## config.mk

```make
export PLATFORM = sky130hd
export DESIGN_NAME = scan_ctrl
export DESIGN_NICKNAME = d
export VERILOG_FILES = /design/src/rtl/scan_ctrl_pkg.sv /design/src/rtl/scan_ctrl_cyc_cnt.sv /design/src/rtl/scan_ctrl.sv
export SDC_FILE = /design/constraint.sdc
export NUM_CORES = 1
export LEC_CHECK = 0
export CELL_PAD_IN_SITES_DETAIL_PLACEMENT = 1
export CELL_PAD_IN_SITES_GLOBAL_PLACEMENT = 1
export CORE_ASPECT_RATIO = 2
export CORE_MARGIN = 2
export CORE_UTILIZATION = 44
export CTS_BUF_LIST = sky130_fd_sc_hd__clkbuf_8
export DETAILED_ROUTE_END_ITERATION = 10
export PLACE_DENSITY_LB_ADDON = 0.1
export REMOVE_ABC_BUFFERS = 1
export SYNTH_ARGS = -nofsm -noshare
export SYNTH_HDL_FRONTEND = slang
export SYNTH_SLANG_ARGS = --single-unit
export TNS_END_PERCENT = 50
```

## constraint.sdc

```tcl
create_clock -name clk -period 5.8 [get_ports clk]
set_clock_uncertainty 0.05 [all_clocks]
set_input_delay 1.45 -clock clk [delete_from_list [all_inputs] [get_ports clk]]
set_output_delay 1.45 -clock clk [all_outputs]
set_load 0.005 [all_outputs]
```

## src/rtl/scan_ctrl_pkg.sv

```systemverilog
// Shared display-path definitions: scan FSM state encodings and small helpers
// used by scan_ctrl and the other blocks that drive the digit bus.
package scan_ctrl_pkg;

  localparam logic [1:0] ST_IDLE  = 2'd0;
  localparam logic [1:0] ST_SHOW  = 2'd1;
  localparam logic [1:0] ST_BLANK = 2'd2;

  // Counter only has to reach max-1, so clog2(max) bits suffice; keep >= 1 bit.
  function automatic int cnt_width(input int show_cyc, input int blank_cyc);
    int m;
    m = (show_cyc > blank_cyc) ? show_cyc : blank_cyc;
    return (m <= 1) ? 1 : $clog2(m);
  endfunction

  function automatic logic [7:0] dig_decode(input logic [2:0] a);
    return ~(8'b1 << a);
  endfunction

endpackage

```

## src/rtl/scan_ctrl_cyc_cnt.sv

```systemverilog
// Loadable, clearable, holdable cycle counter with a terminal-count compare.
module cyc_cnt #(
  parameter int CNT_W = 4
) (
  input  logic             clk,
  input  logic             rst_n,
  input  logic             clr,
  input  logic             load,
  input  logic [CNT_W-1:0] load_val,
  input  logic             hold,
  input  logic [CNT_W-1:0] tc_val,
  output logic [CNT_W-1:0] cnt,
  output logic             tc
);

  logic [CNT_W-1:0] cnt_d, cnt_q;

  always_comb begin
    cnt_d = cnt_q + 1'b1;
    if (clr) begin
      cnt_d = '0;
    end else if (load) begin
      cnt_d = load_val;
    end else if (hold) begin
      cnt_d = cnt_q;
    end
  end

  always_ff @(posedge clk) begin
    if (!rst_n) begin
      cnt_q <= '0;
    end else begin
      cnt_q <= cnt_d;
    end
  end

  assign cnt = cnt_q;
  assign tc  = (cnt_q == tc_val);

endmodule

```

## src/rtl/scan_ctrl.sv

```systemverilog
// Multiplexed 8-digit display scan controller: SHOW/BLANK sequencing over
// ndig+1 digits with registered mux address, digit enables and frame pulse.
module scan_ctrl
  import scan_ctrl_pkg::*;
#(
  parameter int SHOW_CYC  = 1000,
  parameter int BLANK_CYC = 50
) (
  input  logic       clk,
  input  logic       rst_n,
  input  logic       en,
  input  logic       freeze,
  input  logic [2:0] ndig,
  output logic [2:0] addr,
  output logic [7:0] dig_n,
  output logic       blank,
  output logic       frame_done
);

  localparam int CNT_W = cnt_width(SHOW_CYC, BLANK_CYC);
  localparam logic [CNT_W-1:0] SHOW_LAST  = CNT_W'(SHOW_CYC - 1);
  localparam logic [CNT_W-1:0] BLANK_LAST = CNT_W'(BLANK_CYC - 1);

  logic [1:0]       state_d, state_q;
  logic [2:0]       addr_d, addr_q;
  logic [7:0]       dig_n_d, dig_n_q;
  logic             blank_d, blank_q;
  logic             fd_d, fd_q;
  logic             cnt_clr, cnt_hold, cnt_tc;
  logic [CNT_W-1:0] tc_val;
  logic [CNT_W-1:0] cnt;

  cyc_cnt #(.CNT_W(CNT_W)) u_cnt (
    .clk      (clk),
    .rst_n    (rst_n),
    .clr      (cnt_clr),
    .load     (1'b0),
    .load_val ('0),
    .hold     (cnt_hold),
    .tc_val   (tc_val),
    .cnt      (cnt),
    .tc       (cnt_tc)
  );

  always_comb begin
    state_d  = state_q;
    addr_d   = addr_q;
    fd_d     = 1'b0;
    cnt_clr  = 1'b0;
    cnt_hold = 1'b0;
    tc_val   = SHOW_LAST;
    case (state_q)
      ST_SHOW: begin
        if (freeze) begin
          cnt_hold = 1'b1;
        end else if (cnt_tc) begin
          // Address moves only on entry to BLANK so mux data settles unseen.
          state_d = ST_BLANK;
          cnt_clr = 1'b1;
          if (addr_q < ndig) begin
            addr_d = addr_q + 3'd1;
          end else begin
            addr_d = 3'd0;
            fd_d   = 1'b1;
          end
        end
      end
      ST_BLANK: begin
        tc_val = BLANK_LAST;
        if (cnt_tc) begin
          state_d = ST_SHOW;
          cnt_clr = 1'b1;
        end
      end
      default: begin
        cnt_clr = 1'b1;
        addr_d  = 3'd0;
        state_d = en ? ST_SHOW : ST_IDLE;
      end
    endcase
    if (!en) begin
      state_d = ST_IDLE;
      addr_d  = 3'd0;
      fd_d    = 1'b0;
      cnt_clr = 1'b1;
    end
    // Decode from next-state values so dig_n is a clean register output.
    blank_d = (state_d != ST_SHOW);
    dig_n_d = blank_d ? 8'hFF : dig_decode(addr_d);
  end

  always_ff @(posedge clk) begin
    if (!rst_n) begin
      state_q <= ST_IDLE;
      addr_q  <= 3'd0;
      dig_n_q <= 8'hFF;
      blank_q <= 1'b1;
      fd_q    <= 1'b0;
    end else begin
      state_q <= state_d;
      addr_q  <= addr_d;
      dig_n_q <= dig_n_d;
      blank_q <= blank_d;
      fd_q    <= fd_d;
    end
  end

  assign addr       = addr_q;
  assign dig_n      = dig_n_q;
  assign blank      = blank_q;
  assign frame_done = fd_q;

endmodule
```

==> impl_metrics.toml <==
[synth]
ys_warn_count = 0
synth_edf_count = 0
postSynthAreaPerCell_sq_um = 8.54
synth.yosys.seq_area_share_pct = 39.1
ys_async_sr_fraction_pct = 0
yosys.area_share.adder_pct = 5.86
ys_types = 40
synth_seq_cells = 25
synthXorXnorAreaFrac_pct = 6.15
synthMuxAreaShare_pct = 0
netlist_area_sq_mm = 0.00128
synthSimpleGateAreaFrac_pct = 31.8
synth_compound_area_share_pct = 13.9
syn_inst = 150
synth_top_family_by_area = "simple AND/OR/NAND/NOR gates"
ys.flop_type = "dfxtp_1"

[layout]
drive_above_1_share_pct = 7.60
n_antenna_cell = 0
syn2layout_area_growth_pct = 20.0
n_fill_cell = 341
finalInstanceArea_sq_mm = 0.00154
finalCoreUtilization_pct = 55.5
fin_cells = 200
nets = 185

[cts]
ctsRootBufferMaster = "clkbuf_8"
post-cts-setup-buffers = 0
insertion_delay_ns = 0.28
htreeDepth = 1
clk_pin_slew_ns = 0.09
cts_buffer_depth = 2
ctsHoldBuffers = 0
cts_made_buffers = 3
cts.sinks = 25
postCtsResizedCells = 0
cts_tree = "yes"

[die]
die-area_sq_mm = 0.00339
fp-row-count = 27
initial_core_util_pct = 46.3
dieHeight_um = 80.3
pin_count = 20
core_sq_mm = 0.00277
die_x_um = 42.2

[critical_path]
rrSetupSlack_ns = 2.94
crit_fanout = 6
worst_path_largest_cell_delay_ns = 0.53
r2r_end = "dig_n[4]"
setup.worst_path.start_class = "input pin"
setup.worst_path.end = "dig_n[7]"
crit_type = "in2reg"
end_kind = "register"
rr_startpoint = "state_q[0]"
rr_worst_depth = 8
critPathArrivalTime_ns = 3.89
crit_start = "ndig[2]"
crit_required_ns = 5.91
path_cells = "clkdlybuf4s50_1, inv_1, ha_1, a21o_1, a31oi_1, nand2_1, nor4bb_1, a21oi_1, or4b_1"
cpMaxStageDelayCell = "or4b_1"

[place]
dp.cells = 196
finalWeightedCongestion = 0.841
portBuffers = 19
dp_hpwl_um = 2750
pre_cts_slack_ns = 1.74
post_dp_cell_area_sq_mm = 0.00149

[detailed_routing]
totalWireLength_um = 3470
drc = 0
drt_pass1_iterations = 4
drt_first_iter_violations = 26
viasPerCell = 5.87
ant_nets = 0
avgRoutedWirePerCell_um = 17.4
routed-via-count = 1173

[grt]
grt_pass1_vias = 1288
grt_pass1_wl_um = 5840
gr-total-overflow = 0
grt_max_degree = 16
antenna_found_initial = 0
grt_usage_pct = 22.5

[timing]
setup-violations-final = 0
setup_ws_ns = 2.02
slew_headroom_pct = 65.9
hold_ws_ns = 0.510
min_period_ns = 3.78
tightest_slew_ns = 0.511
rsz0062_at_grt = "false"
drv_slew = 0
min_period_over_period_pct = 65.1
tns_ns = 0
finalHoldViolations = 0
fmax_mhz = 265

[power]
power.leakage_nw = 0.532
ir_worst_vdd_mv = 0.144
power_density_mw_per_mm2 = 196
power_mw = 0.302

[worst_hold_path]
hold_class = "reg2reg"

[status]
status = "finished clean"

[run]
drv_cap = 0
how the worst min path moves through the flow:
stage / start / to / slack [ns] / cells after the start
after floorplan: u_cnt.cnt[1] / u_cnt.cnt[1] / 0.44 / 2
after global placement: u_cnt.cnt[1] / u_cnt.cnt[1] / 0.47 / 2
after detailed placement: u_cnt.cnt[5] / u_cnt.cnt[5] / 0.50 / 2
after CTS: u_cnt.cnt[1] / u_cnt.cnt[1] / 0.52 / 2
after global routing: u_cnt.cnt[1] / u_cnt.cnt[1] / 0.55 / 2
final: u_cnt.cnt[1] / u_cnt.cnt[1] / 0.51 / 2
area by class of cell:
| cell class | count | area [sq um] | area share (%) |
|---|---|---|---|
| flip-flops and latches | 25 | 500 | 32.5 |
| clock buffers | 3 | 41.3 | 2.69 |
| multi-input cells | 117 | 739 | 48.1 |
| inverters | 6 | 22.5 | 1.46 |
| repair buffers | 19 | 190 | 12.4 |
| clock inverters | 1 | 7.51 | 0.488 |
| well taps | 29 | 36.3 | 2.36 |
power breakdown:
group / leakage (nW) / internal (mW) / switching, mW
Sequential: 0.202 / 0.173 / 0.000977
Clock: 0.0217 / 0.0489 / 0.0589
Combinational: 0.308 / 0.00910 / 0.0112
Total: 0.532 / 0.231 / 0.0711
worst max-delay path, delay by kind of cell:
family	cells	cell delay, ns
AO/OA/AOI/OAI	3	0.62
adder cells (fa/ha/maj)	1	0.30
buffers and inverters	2	0.51
AND/OR/NAND/NOR	3	1.00
synthesized netlist by cell type (2+ instances only):
cell type | count | area, sq um
nor3_1 | 2 | 10.0
ha_1 | 6 | 75.1
a21o_1 | 2 | 15.0
nand3_1 | 4 | 20.0
nand4b_1 | 3 | 26.3
or4b_1 | 3 | 30.0
dfxtp_1 | 25 | 500
inv_1 | 6 | 22.5
a21oi_1 | 7 | 35.0
nand2_1 | 20 | 75.1
o31ai_1 | 2 | 15.0
and3_1 | 2 | 12.5
xnor2_1 | 3 | 26.3
nor2b_1 | 3 | 18.8
nand2b_1 | 2 | 12.5
nor4b_1 | 2 | 17.5
o21ai_0 | 4 | 20.0
nor2_1 | 22 | 82.6
a31oi_1 | 3 | 18.8
xor2_1 | 6 | 52.6
nand4_1 | 4 | 25.0
per-layer routing:
| layer | vias up | share of wire, % | track usage (%) |
|---|---|---|---|
| li1 | 569 | - | - |
| met1 | 579 | 34 | 19.2 |
| met2 | 18 | 62 | 49.1 |
| met3 | 7 | 1.8 | 2.25 |
| met4 | 0 | 2.0 | 9.06 |
| met5 | - | 0 | 0 |
registers in the layout, indices dropped and copies added (netlist names):
register / cells
addr: 3
blank: 1
dig_n: 8
frame_done: 1
state_q: 2
u_cnt.cnt: 10
layout by cell type, fill, tap and decap left out, types with 2 or more instances in the layout:
cell,netlist,routed
a21o_1,2,2
a21oi_1,7,7
a31oi_1,3,3
and3_1,2,2
clkbuf_8,0,3
clkdlybuf4s50_1,0,19
dfxtp_1,25,25
ha_1,6,6
inv_1,6,6
nand2_1,20,20
nand2b_1,2,2
nand3_1,4,4
nand4_1,4,4
nand4b_1,3,3
nor2_1,22,22
nor2b_1,3,3
nor3_1,2,2
nor4b_1,2,2
o21ai_0,4,4
o31ai_1,2,2
or4b_1,3,3
xnor2_1,3,3
xor2_1,6,6
cells by family (layout without fill, tap and decap cells):
logic type | after synthesis | after routing
adder cells (fa/ha/maj) | 6 | 6
AND/OR/NAND/NOR | 76 | 76
flip-flops | 25 | 25
buffers and inverters | 8 | 29
AO/OA/AOI/OAI | 26 | 26
XOR/XNOR | 9 | 9
(Power assumes the default switching activity.)
